==> src/rtl/buffered_fifo.sv <==
// buffered_fifo: first-word-fall-through FIFO over a RAM with a 2-cycle registered read.
// A 3-entry prefetch buffer hides the read latency so the head can be popped every cycle.
module buffered_fifo #(
   parameter int p_addresswidth = 4,
   parameter int p_datawidth    = 16,
   parameter int p_almostfull   = 2**p_addresswidth-2,
   parameter int p_almostempty  = 2
) (
   input  logic                      inclk,
   input  logic                      inrstn,
   input  logic                      in_flush,
   input  logic                      in_wren,
   input  logic [p_datawidth-1:0]    in_wrdata,
   input  logic                      in_ready,
   output logic                      out_valid,
   output logic [p_datawidth-1:0]    out_data,
   output logic [p_addresswidth:0]   out_usedw,
   output logic                      out_full,
   output logic                      out_empty,
   output logic                      out_almostfull,
   output logic                      out_almostempty,
   output logic                      out_overflow
);
   localparam int AW = p_addresswidth;
   localparam int DW = p_datawidth;
   localparam logic [AW:0] CAP = {1'b1, {AW{1'b0}}};
   localparam logic [AW:0] AF  = (AW+1)'(p_almostfull);
   localparam logic [AW:0] AE  = (AW+1)'(p_almostempty);

   logic [DW-1:0] mem [2**AW];
   logic [AW-1:0] wrptr_q, wrptr_d, rdptr_q, rdptr_d;
   logic [AW:0]   usedw_q, usedw_d, ramcnt_q, ramcnt_d;
   logic          rv1_q, rv1_d, rv2_q, rv2_d;
   logic [DW-1:0] rd1_q, rd1_d, rd2_q, rd2_d;
   logic [DW-1:0] pb_q [3];
   logic [DW-1:0] pb_d [3];
   logic [1:0]    pcnt_q, pcnt_d, slot;
   logic          valid_q, valid_d, full_q, full_d, empty_q, empty_d;
   logic          af_q, af_d, ae_q, ae_d, ovf_q, ovf_d;
   logic          wr, pop, issue;
   logic [2:0]    occ;

   always_comb begin
      wr       = in_wren & ~full_q & ~in_flush;
      pop      = valid_q & in_ready & ~in_flush;
      // Occupancy net of this cycle's pop, so a steady stream keeps three words in motion.
      occ      = {1'b0, pcnt_q} + {2'b0, rv1_q} + {2'b0, rv2_q} - {2'b0, pop};
      issue    = (ramcnt_q != '0) && (occ < 3'd3) && !in_flush;
      slot     = pcnt_q - {1'b0, pop};
      wrptr_d  = wrptr_q + AW'(wr);
      rdptr_d  = rdptr_q + AW'(issue);
      ramcnt_d = ramcnt_q + (AW+1)'(wr) - (AW+1)'(issue);
      usedw_d  = usedw_q + (AW+1)'(wr) - (AW+1)'(pop);
      rv1_d    = issue;
      rv2_d    = rv1_q & ~in_flush;
      rd1_d    = issue ? mem[rdptr_q] : rd1_q;
      rd2_d    = rd1_q;
      pcnt_d   = pcnt_q + {1'b0, rv2_q} - {1'b0, pop};
      pb_d     = pb_q;
      if (pop) begin
         pb_d[0] = pb_q[1];
         pb_d[1] = pb_q[2];
      end
      if (rv2_q) pb_d[slot] = rd2_q;
      ovf_d    = ovf_q | (in_wren & full_q);
      if (in_flush) begin
         wrptr_d  = '0;
         rdptr_d  = '0;
         ramcnt_d = '0;
         usedw_d  = '0;
         pcnt_d   = '0;
         pb_d     = '{default: '0};
         ovf_d    = 1'b0;
      end
      valid_d  = pcnt_d != '0;
      full_d   = usedw_d == CAP;
      empty_d  = usedw_d == '0;
      af_d     = usedw_d >= AF;
      ae_d     = usedw_d <= AE;
   end

   always_ff @(posedge inclk) begin
      if (wr) mem[wrptr_q] <= in_wrdata;
   end

   always_ff @(posedge inclk or negedge inrstn) begin
      if (!inrstn) begin
         wrptr_q  <= '0;
         rdptr_q  <= '0;
         ramcnt_q <= '0;
         usedw_q  <= '0;
         rv1_q    <= 1'b0;
         rv2_q    <= 1'b0;
         rd1_q    <= '0;
         rd2_q    <= '0;
         pcnt_q   <= '0;
         pb_q     <= '{default: '0};
         valid_q  <= 1'b0;
         full_q   <= 1'b0;
         empty_q  <= 1'b1;
         af_q     <= 1'b0;
         ae_q     <= 1'b1;
         ovf_q    <= 1'b0;
      end else begin
         wrptr_q  <= wrptr_d;
         rdptr_q  <= rdptr_d;
         ramcnt_q <= ramcnt_d;
         usedw_q  <= usedw_d;
         rv1_q    <= rv1_d;
         rv2_q    <= rv2_d;
         rd1_q    <= rd1_d;
         rd2_q    <= rd2_d;
         pcnt_q   <= pcnt_d;
         pb_q     <= pb_d;
         valid_q  <= valid_d;
         full_q   <= full_d;
         empty_q  <= empty_d;
         af_q     <= af_d;
         ae_q     <= ae_d;
         ovf_q    <= ovf_d;
      end
   end

   assign out_valid       = valid_q;
   assign out_data        = pb_q[0];
   assign out_usedw       = usedw_q;
   assign out_full        = full_q;
   assign out_empty       = empty_q;
   assign out_almostfull  = af_q;
   assign out_almostempty = ae_q;
   assign out_overflow    = ovf_q;
endmodule

==> config.mk <==
export PLATFORM = sky130hd
export DESIGN_NAME = buffered_fifo
export DESIGN_NICKNAME = d
export VERILOG_FILES = /design/src/rtl/buffered_fifo.sv
export SDC_FILE = /design/constraint.sdc
export NUM_CORES = 1
export LEC_CHECK = 0
export CAP_MARGIN = 20
export CORE_ASPECT_RATIO = 0.9
export CORE_MARGIN = 4
export CORE_UTILIZATION = 55
export CTS_CLUSTER_SIZE = 24
export DETAILED_ROUTE_END_ITERATION = 8
export PLACE_DENSITY = 0.78
export SLEW_MARGIN = 15
export SYNTH_ARGS = -nofsm -noshare
export SYNTH_HDL_FRONTEND = slang
export SYNTH_SLANG_ARGS = --single-unit
==> constraint.sdc <==
create_clock -name inclk -period 4.4 [get_ports inclk]
set_input_delay 0.88 -clock inclk [delete_from_list [all_inputs] [get_ports inclk]]
set_output_delay 0.88 -clock inclk [all_outputs]
set_load 0.005 [all_outputs]
Yosys cells after proc, flatten, opt, wreduce, memory -nomap -nowiden --
Memory sizes are Yosys's and may differ from the RTL's. A register that Yosys moved wholly into a read port is not among the register bits. Index checks and enable logic that the tools add are counted.
Word-level totals: word-level logic and storage cells 69, register bits after elaboration 92, RAM bits 256, latch bits 0, input bits 21, memory bits (read-only) 0, memories 1, output and inout port bits 27
Operators by class: add/subtract/negate cells 12, bitwise logic cells 10, eq/ne operators 1, shift operators 0, reduce and logical (&&, ||, !) cells 9, $mul 0, $lt $le $gt $ge 5, div/mod/pow operators 0, multiplexer cells 14
Memory list:
- mem | depth 16, bits a word 16, rd ports 1, clocked after memory_dff 1, wr ports 1, line 30 | logic [DW-1:0] mem [2**AW];
Operator list (number):
- 48-bit two-way mux | 2
- 48-bit bitwise mux | 1
- 16-bit demux with 2-bit select | 1
- 32-bit two-way mux | 1
- 16-bit two-way mux | 1
- 5-bit by 1-bit adder with 5-bit output | 2
- 5-bit two-way mux | 2
- 5-bit by 1-bit subtractor with 5-bit output | 2
- 4-bit by 1-bit adder with 4-bit output | 2
- 4-bit two-way mux | 2
- 1-bit bitwise AND | 6
- 5-bit equality test (second input constant) | 1
- 5-bit by 4-bit greater-or-equal comparator with 1-bit output (second input constant) | 1
- 5-bit by 2-bit <= comparator with 1-bit output (second input constant) | 1
- 5-bit zero test | 1
- 5-bit nonzero test | 1
- 2-bit nonzero test | 2
- 2-bit by 1-bit subtractor with 2-bit output | 2
- 2-bit by 1-bit adder with 3-bit output | 1
- 3-bit by 1-bit adder with 3-bit output | 1
- 3-bit greater-or-equal comparator (second input constant) | 1
- 1-bit logical AND | 3
- 3-bit by 1-bit < comparator with 1-bit output (second input constant) | 1
- 3-bit by 2-bit < comparator with 1-bit output (second input constant) | 1
- 8 further kinds | 12

Logic depth before layout (Yosys ltp) --
Gate-level depths: netlist of run 1.
depth in word-level cells 11, depth in mapped cells 19, depth with buffers taken out 16

Worst setup path after synthesis of run 1 --
OpenSTA, ideal clock, no wires.
path kind in2reg, from input in_flush, to register ramcnt_q[4], data required time 4.265 ns, library setup time 0.135 ns, arrival 4.625 ns, stages 18, slack -0.360 ns, path buffers 3, cell sequence buf_2 -> nand3b_1 -> inv_1 -> buf_2 -> ha_1 -> fa_1 -> inv_1 -> fa_1 -> a2111oi_4 -> buf_4 -> xnor2_1 -> ha_1 -> inv_1 -> fa_1 -> nor2b_1 -> o21bai_1 -> a21oi_1 -> nor3b_1
On the way: longest elaborated chain between the ends 8, elaborated cells on any way between the ends 11, those cells by class add/sub: 3; order compare: 1; mux: 1; bitwise: 3; reduce/logical: 3
RTL lines:
- start, declared | line 11 | input logic in_flush,
- 1-bit NOT | line 45 | pop = valid_q & in_ready & ~in_flush;
- 1-bit bitwise AND | line 45
- 3-bit by 1-bit subtractor with 3-bit output | line 47 | occ = {1'b0, pcnt_q} + {2'b0, rv1_q} + {2'b0, rv2_q} - {2'b0, pop};
- 3-bit by 2-bit < comparator with 1-bit output | line 48 | issue = (ramcnt_q != '0) && (occ < 3'd3) && !in_flush;
- 1-bit logical AND | line 48
- 1-bit logical AND (*) | line 48
- via issue | line 40 | logic wr, pop, issue;
- 5-bit by 1-bit subtractor with 5-bit output (*) | line 52 | ramcnt_d = ramcnt_q + (AW+1)'(wr) - (AW+1)'(issue);
- 5-bit two-way mux (*) | line 66 | if (in_flush) begin
- via ramcnt_d[4] | line 32 | logic [AW:0] usedw_q, usedw_d, ramcnt_q, ramcnt_d;
- end signal, assigned | line 107 | ramcnt_q <= ramcnt_d;
- end, declared | line 32
Mark *: on every way through the listed nets, which the timed path passes. The rest lies on a longest branch. A chain may end at the register's enable or synchronous reset.

Worst setup path after layout of run 1 --
from input in_ready, to register ramcnt_q[4]
On the way: longest elaborated chain between the ends 8
RTL lines:
- start, declared | line 14 | input logic in_ready,
- 1-bit bitwise AND (2 in series) | line 45
- 3-bit by 1-bit subtractor with 3-bit output | line 47
- 3-bit by 2-bit < comparator with 1-bit output | line 48
- 1-bit logical AND (2 in series) | line 48
- 5-bit by 1-bit subtractor with 5-bit output | line 52
- 5-bit two-way mux | line 66
- via ramcnt_d[4] | line 32
The timed path passes the listed nets, and every way through them passes these cells.

==> impl_metrics.yaml, run 1 <==
power:
  seqPwrFrac_pct: 46.9
  power_density_nw_per_um2: 552
  pwr-share-comb_pct: 21.4
  power_switching_w: 0.00246
  clockPowerShare_pct: 31.7
  p_leak_nw: 5.73
  swShare_pct: 26.9
  internal-power_w: 0.00668
  worst_ir_drop_vdd_v: 0.000396
timing:
  fin_crit_sh_pct: 88.6
  slew_headroom_pct: 36.8
  finClkSkew_ns: 0.0186
  worst_slack_ns: 0.501
  hold_slack_ns: 0.347
  setup_viol: 0
  period_minus_slack_ns: 3.90
  finalMaxSlewViolations: 0
  tightest_slew_ns: 0.948
  maxClockFrequency_mhz: 256
  finalHoldViolations: 0
  rsz0062_at_grt: "no"
yosys:
  syn_nets: 884
  ys_seq_area_share_pct: 71.6
  ys_warn_count: 0
  async_flop_share_pct: 29.7
  synth.avg_cell_area_um2: 17.2
  netlist_area_um2: 14500
  synth_flop_cell: "edfxtp_1"
  synth_edf_count: 256
  synthCells: 842
  netlist-cell-type-count: 43
  synth_seq_cells: 364
global_route:
  grt_max_degree: 63
  grtUsageTotal_pct: 20.2
  antenna_found_initial: 0
  grt_overflow: 0
  grt_pass1_wl_um: 44700
  grt_pass1_vias: 7846
clock_network:
  cts_buffer_depth: 3
  cts_htree_levels: 2
  root_buffer: "clkbuf_16"
  cts_made_buffers: 36
  cts.clk_slew.worst_paths_ns: 0.06
  cts_sinks: 364
  ctsResizeCount: 0
  ctsHoldBuffers: 0
  insertion_delay_ns: 0.52
  cts_setup_buffers: 0
  cts_tree: "yes"
floorplanning:
  die_area_um2: 29100
  fp-row-count: 56
  die_w_um: 179
  start_util_pct: 55.8
  core_region_area_um2: 26000
  dieHeight_um: 162
  io_pins: 48
final_layout:
  area_delta_synth_final_pct: 14.0
  multi_input_area_um2: 3740
  final_common_cell: "edfxtp_1"
  antenna_cells: 0
  fin_nets: 939
  ff_latch_area_um2: 10400
  final_cell_mix: "256 x edfxtp_1, 104 x dfrtp_1, 67 x nand2_1, 64 x nor2_1, 64 x mux4_2"
  fillers: 1743
  drive_above_1_share_pct: 21.1
critical_path:
  cp.required_ns: 4.77
  worstPathArrival_ns: 4.27
  start_kind: "primary input"
  crit_path_end_kind: "register"
  crit_chain: "clkdlybuf4s50_1 -> nand3b_1 -> inv_2 -> ha_4 -> fa_2 -> inv_2 -> fa_1 -> a2111oi_4 -> xnor2_2 -> ha_2 -> inv_2 -> fa_2 -> nor2b_1 -> o21bai_1 -> a21oi_1 -> nor3b_2"
  path_class: "primary input to register"
  reg2reg_depth: 14
  critPathMaxStageDelay_ns: 0.45
  cpMostUsedCell: "inv_2"
  cpMaxStageDelayCell: "clkdlybuf4s50_1"
  crit_path_max_fanout: 2
route:
  num_vias: 7518
  viasPerCell: 5.91
  post_drt_wl_per_cell_um: 22.1
  ant_nets: 0
  drc: 0
  drt-total-wl_um: 28200
  drt_iter0_drc: 803
  dr.pass1.iters: 5
flow_run:
  max_cap_violations: 0
placement:
  place_ws_ns: -0.0283
  port-buffer-count: 47
  place_congestion: 0.792
  hpwlAfterDp_um: 17500
min_path:
  hold_path.class: "primary input to async pin"
status:
  status: "finished, final reports clean"
[through the flow]
stage	cells	setup TNS (ns)	util, %	area, µm²	power (W)
6_report	1273	0	63.7	16600	0.00914
5_1_grt	1273	0	63.7	16600	0.00961
4_1_cts	1273	0	63.7	16600	0.00923
3_5_place_dp	1207	-0.0283	59.4	15400	0.00633
3_3_place_gp	1207	0	59.4	15400	0.00627
2_1_floorplan	842	-0.137	-	14600	0.00578
[cells in the mapped netlist (17+ instances only)]
| library cell | number | area [µm²] |
|---|---|---|
| a311oi_1 | 32 | 280 |
| buf_2 | 17 | 85.1 |
| buf_4 | 26 | 195 |
| clkbuf_1 | 21 | 78.8 |
| dfrtp_1 | 106 | 2650 |
| edfxtp_1 | 256 | 7690 |
| ha_1 | 17 | 213 |
| inv_1 | 21 | 78.8 |
| mux4_2 | 64 | 1440 |
| nand2_1 | 67 | 251 |
| nor2_1 | 72 | 270 |
[path summary, 6_finish.rpt]
kind | end | start | slack, ns
worst max-delay path | ramcnt_q[4] | in_ready | 0.50
worst min-delay path | out_usedw[0] | inrstn | 0.35
worst max register to register | ramcnt_q[4] | rv2_q | 0.95
worst min register to register | rd2_q[13] | rd1_q[13] | 0.38
max in group asynchronous | rdptr_q[1] | inrstn | 3.17
min in group inclk | rd2_q[13] | rd1_q[13] | 0.38
[registers in the layout, indices dropped and copies added (netlist names), 2 cells and up]
name and cells:
wrptr_q 4, ramcnt_q 5, mem 256, pcnt_q 2
rd1_q 16, rd2_q 16, pb_q 32, out_data 16
out_usedw 5, rdptr_q 4
[routing by layer]
| layer | share of wire, % | track usage (%) |
|---|---|---|
| met3 | 6.8 | 3.49 |
| met1 | 42 | 29.5 |
| met4 | 2.2 | 4.95 |
| met5 | 0 | 0 |
| met2 | 49 | 32.2 |
[worst max-delay path, delay by kind of cell]
family / cells / cell delay, ns
xor gates and xnor gates: 1 / 0.15
adders and majority gates: 5 / 1.52
AOI/OAI and AO/OA: 3 / 0.72
buffers and inverters: 4 / 0.65
and+or+nand+nor: 3 / 0.33
[power by group through the flow]
stage | Sequential [W] | Clock, W | Combinational, W
2_1_floorplan | 0.00418 | 0 | 0.00160
3_3_place_gp | 0.00435 | 0 | 0.00192
3_5_place_dp | 0.00436 | 0 | 0.00196
4_1_cts | 0.00429 | 0.00295 | 0.00198
5_1_grt | 0.00433 | 0.00310 | 0.00217
6_report | 0.00429 | 0.00290 | 0.00196
[area by class of cell]
class,count,area share [%]
clock buffer,51,6.09
clock inverter,15,0.627
inverter,21,0.476
multi-input combinational,391,22.6
sequential,364,62.8
tap,348,2.63
timing repair buffer,83,4.73
[cell families (layout without fill, tap and decap cells)]
logic type	Yosys count	after routing	synth area share, %
DFF	364	364	71.6
and+or+nand+nor	178	178	5.34
AOI/OAI and AO/OA	95	95	5.84
buffers and inverters	87	170	3.12
muxes	82	82	11.2
adders and majority gates	21	21	2.02
xor gates and xnor gates	15	15	0.905
No activity file was read; power rests on OpenSTA's default activity.
==> inputs of run 2 (changes only) <==
--- a/config.mk
+++ b/config.mk
@@ -7,11 +7,11 @@
 export LEC_CHECK = 0
 export CAP_MARGIN = 20
 export CORE_ASPECT_RATIO = 0.9
-export CORE_MARGIN = 4
+export CORE_MARGIN = 3
 export CORE_UTILIZATION = 55
 export CTS_CLUSTER_SIZE = 24
 export DETAILED_ROUTE_END_ITERATION = 8
-export PLACE_DENSITY = 0.78
+export PLACE_DENSITY = 0.73
 export SLEW_MARGIN = 15
 export SYNTH_ARGS = -nofsm -noshare
 export SYNTH_HDL_FRONTEND = slang
==> run 2 against run 1 <==
Clock-buffer cell count shrank 1. Utilization up 1.0 points. Sequential share of layout area is 0.12 points higher. Combinational power is essentially flat. Critical endpoint unchanged.
==> impl_metrics.yaml, run 2 (synthesis results as in run 1) <==
final_layout:
  largest_reg_flops: 256
  fin_nets: 936
  area_delta_synth_final_pct: 13.8
  top_register: "mem"
  finalNonFillerCells: 1260
  ff_latch_area_um2: 10400
  multi_input_area_um2: 3720
  final_cell_mix: "256 x edfxtp_1, 104 x dfrtp_1, 72 x nor2_1, 67 x nand2_1, 64 x mux4_2"
  fillers: 1706
  final_common_cell: "edfxtp_1"
  antenna_cells: 0
  drive_above_1_share_pct: 20.3
  fin_area_um2: 16500
  reg_top3: "mem x256, pb_q x32"
timing:
  fin_crit_sh_pct: 90.3
  setup_viol: 0
  hold_slack_ns: 0.329
  maxClockFrequency_mhz: 252
  tightest_slew_ns: 0.994
  finalMaxSlewViolations: 0
  finClkSkew_ns: 0.0149
  rsz0062_at_grt: "no"
  slew_headroom_pct: 33.5
  finalHoldViolations: 0
  period_minus_slack_ns: 3.97
  setup_tns_ns: 0
critical_path:
  crit_path_end_kind: "register"
  worstPathArrival_ns: 4.34
  crit_path_max_fanout: 2
  r2r_slack_ns: 0.88
  cp.required_ns: 4.77
  path_class: "primary input to register"
  start_kind: "primary input"
placement:
  place_congestion: 0.825
  hpwlAfterDp_um: 17000
  dpl.cell_count: 1199
  port-buffer-count: 47
  dpl_cell_area_um2: 15400
global_route:
  grtUsageTotal_pct: 19.9
  grt_pass1_vias: 7842
  grt_pass1_wl_um: 43700
  antenna_found_initial: 0
  grt_max_degree: 63
  grt_overflow: 0
clock_network:
  ctsResizeCount: 0
  cts.clk_slew.worst_paths_ns: 0.06
  ctsHoldBuffers: 0
  cts_made_buffers: 35
  cts_sinks: 364
  root_buffer: "clkbuf_16"
  cts_buffer_depth: 3
  cts_htree_levels: 2
  cts_setup_buffers: 0
  cts_tree: "yes"
  insertion_delay_ns: 0.51
min_path:
  hold_path.class: "primary input to async pin"
route:
  drc: 0
  drt_iter0_drc: 893
  dr.pass1.iters: 5
  viasPerCell: 6.03
  drt-total-wl_um: 27200
  ant_nets: 0
  num_vias: 7596
  post_drt_wl_per_cell_um: 21.6
floorplanning:
  core_region_area_um2: 25500
  dieHeight_um: 160
  start_util_pct: 56.9
  fp-row-count: 55
  die_area_um2: 28400
  io_pins: 48
  die_w_um: 177
power:
  p_leak_nw: 5.74
  power_density_nw_per_um2: 560
  worst_ir_drop_vdd_v: 0.000355
status:
  status: "finished, final reports clean"
flow_run:
  max_cap_violations: 0
run 2: changes by cell type in the layout (fill, tap and decap cells not counted):
cell	previous run	this run
clkbuf_1	11	9
bufinv_16	1	4
buf_4	33	34
clkinv_1	6	2
inv_6	3	0
nor2_2	8	0
clkbuf_4	0	1
buf_12	4	1
nor2_1	64	72
run 2: cell type report:
cell class / instances / area share (%)
Clock buffer: 50 / 6.10
Clock inverter: 11 / 0.924
Inverter: 21 / 0.477
Multi-Input combinational cell: 391 / 22.5
Sequential cell: 364 / 62.9
Tap cell: 342 / 2.59
Timing Repair Buffer: 81 / 4.42
run 2: final timing paths:
| path | from | endpoint | cells past startpoint |
|---|---|---|---|
| max | in_ready | ramcnt_q[4] | 16 |
| min | inrstn | out_usedw[1] | 1 |
| max reg2reg | rv2_q | ramcnt_q[4] | 14 |
| min reg2reg | rd1_q[10] | rd2_q[10] | 0 |
| max in group asynchronous | inrstn | rd2_q[9] | 2 |
| min in group inclk | rd1_q[10] | rd2_q[10] | 0 |
run 2: layer usage:
layer | vias up | global-route usage, % | wire (µm)
met3 | 41 | 3.52 | 1920
li1 | 3339 | - | -
met2 | 265 | 31.8 | 13300
met1 | 3951 | 28.8 | 11500
met4 | 0 | 5.32 | 467
met5 | - | 0 | 0
run 2: power breakdown:
| group | total (W) | switching (W) | internal, W |
|---|---|---|---|
| sequential | 0.00430 | 0.000315 | 0.00398 |
| clock | 0.00300 | 0.00118 | 0.00183 |
| combinational | 0.00195 | 0.000924 | 0.00103 |
| total | 0.00925 | 0.00241 | 0.00683 |
run 2: critical path, cell delays in order:
cell	delay, ns
clkdlybuf4s50_1	0.46
nand3b_1	0.12
inv_2	0.10
ha_4	0.20
fa_2	0.33
inv_2	0.06
fa_1	0.46
a2111oi_4	0.44
xnor2_2	0.16
ha_2	0.21
inv_2	0.04
fa_2	0.35
nor2b_1	0.18
o21bai_1	0.13
a21oi_1	0.17
nor3b_2	0.06
run 2: stage by stage:
stage / util (%) / total power [W] / worst slack [ns]
6_report: 64.7 / 0.00925 / 0.427
3_5_place_dp: 60.2 / 0.00632 / -0.0820
4_1_cts: 64.7 / 0.00932 / 0.440
2_1_floorplan: - / 0.00578 / -0.137
5_1_grt: 64.7 / 0.00970 / 0.248
3_3_place_gp: 60.2 / 0.00622 / 0.0444
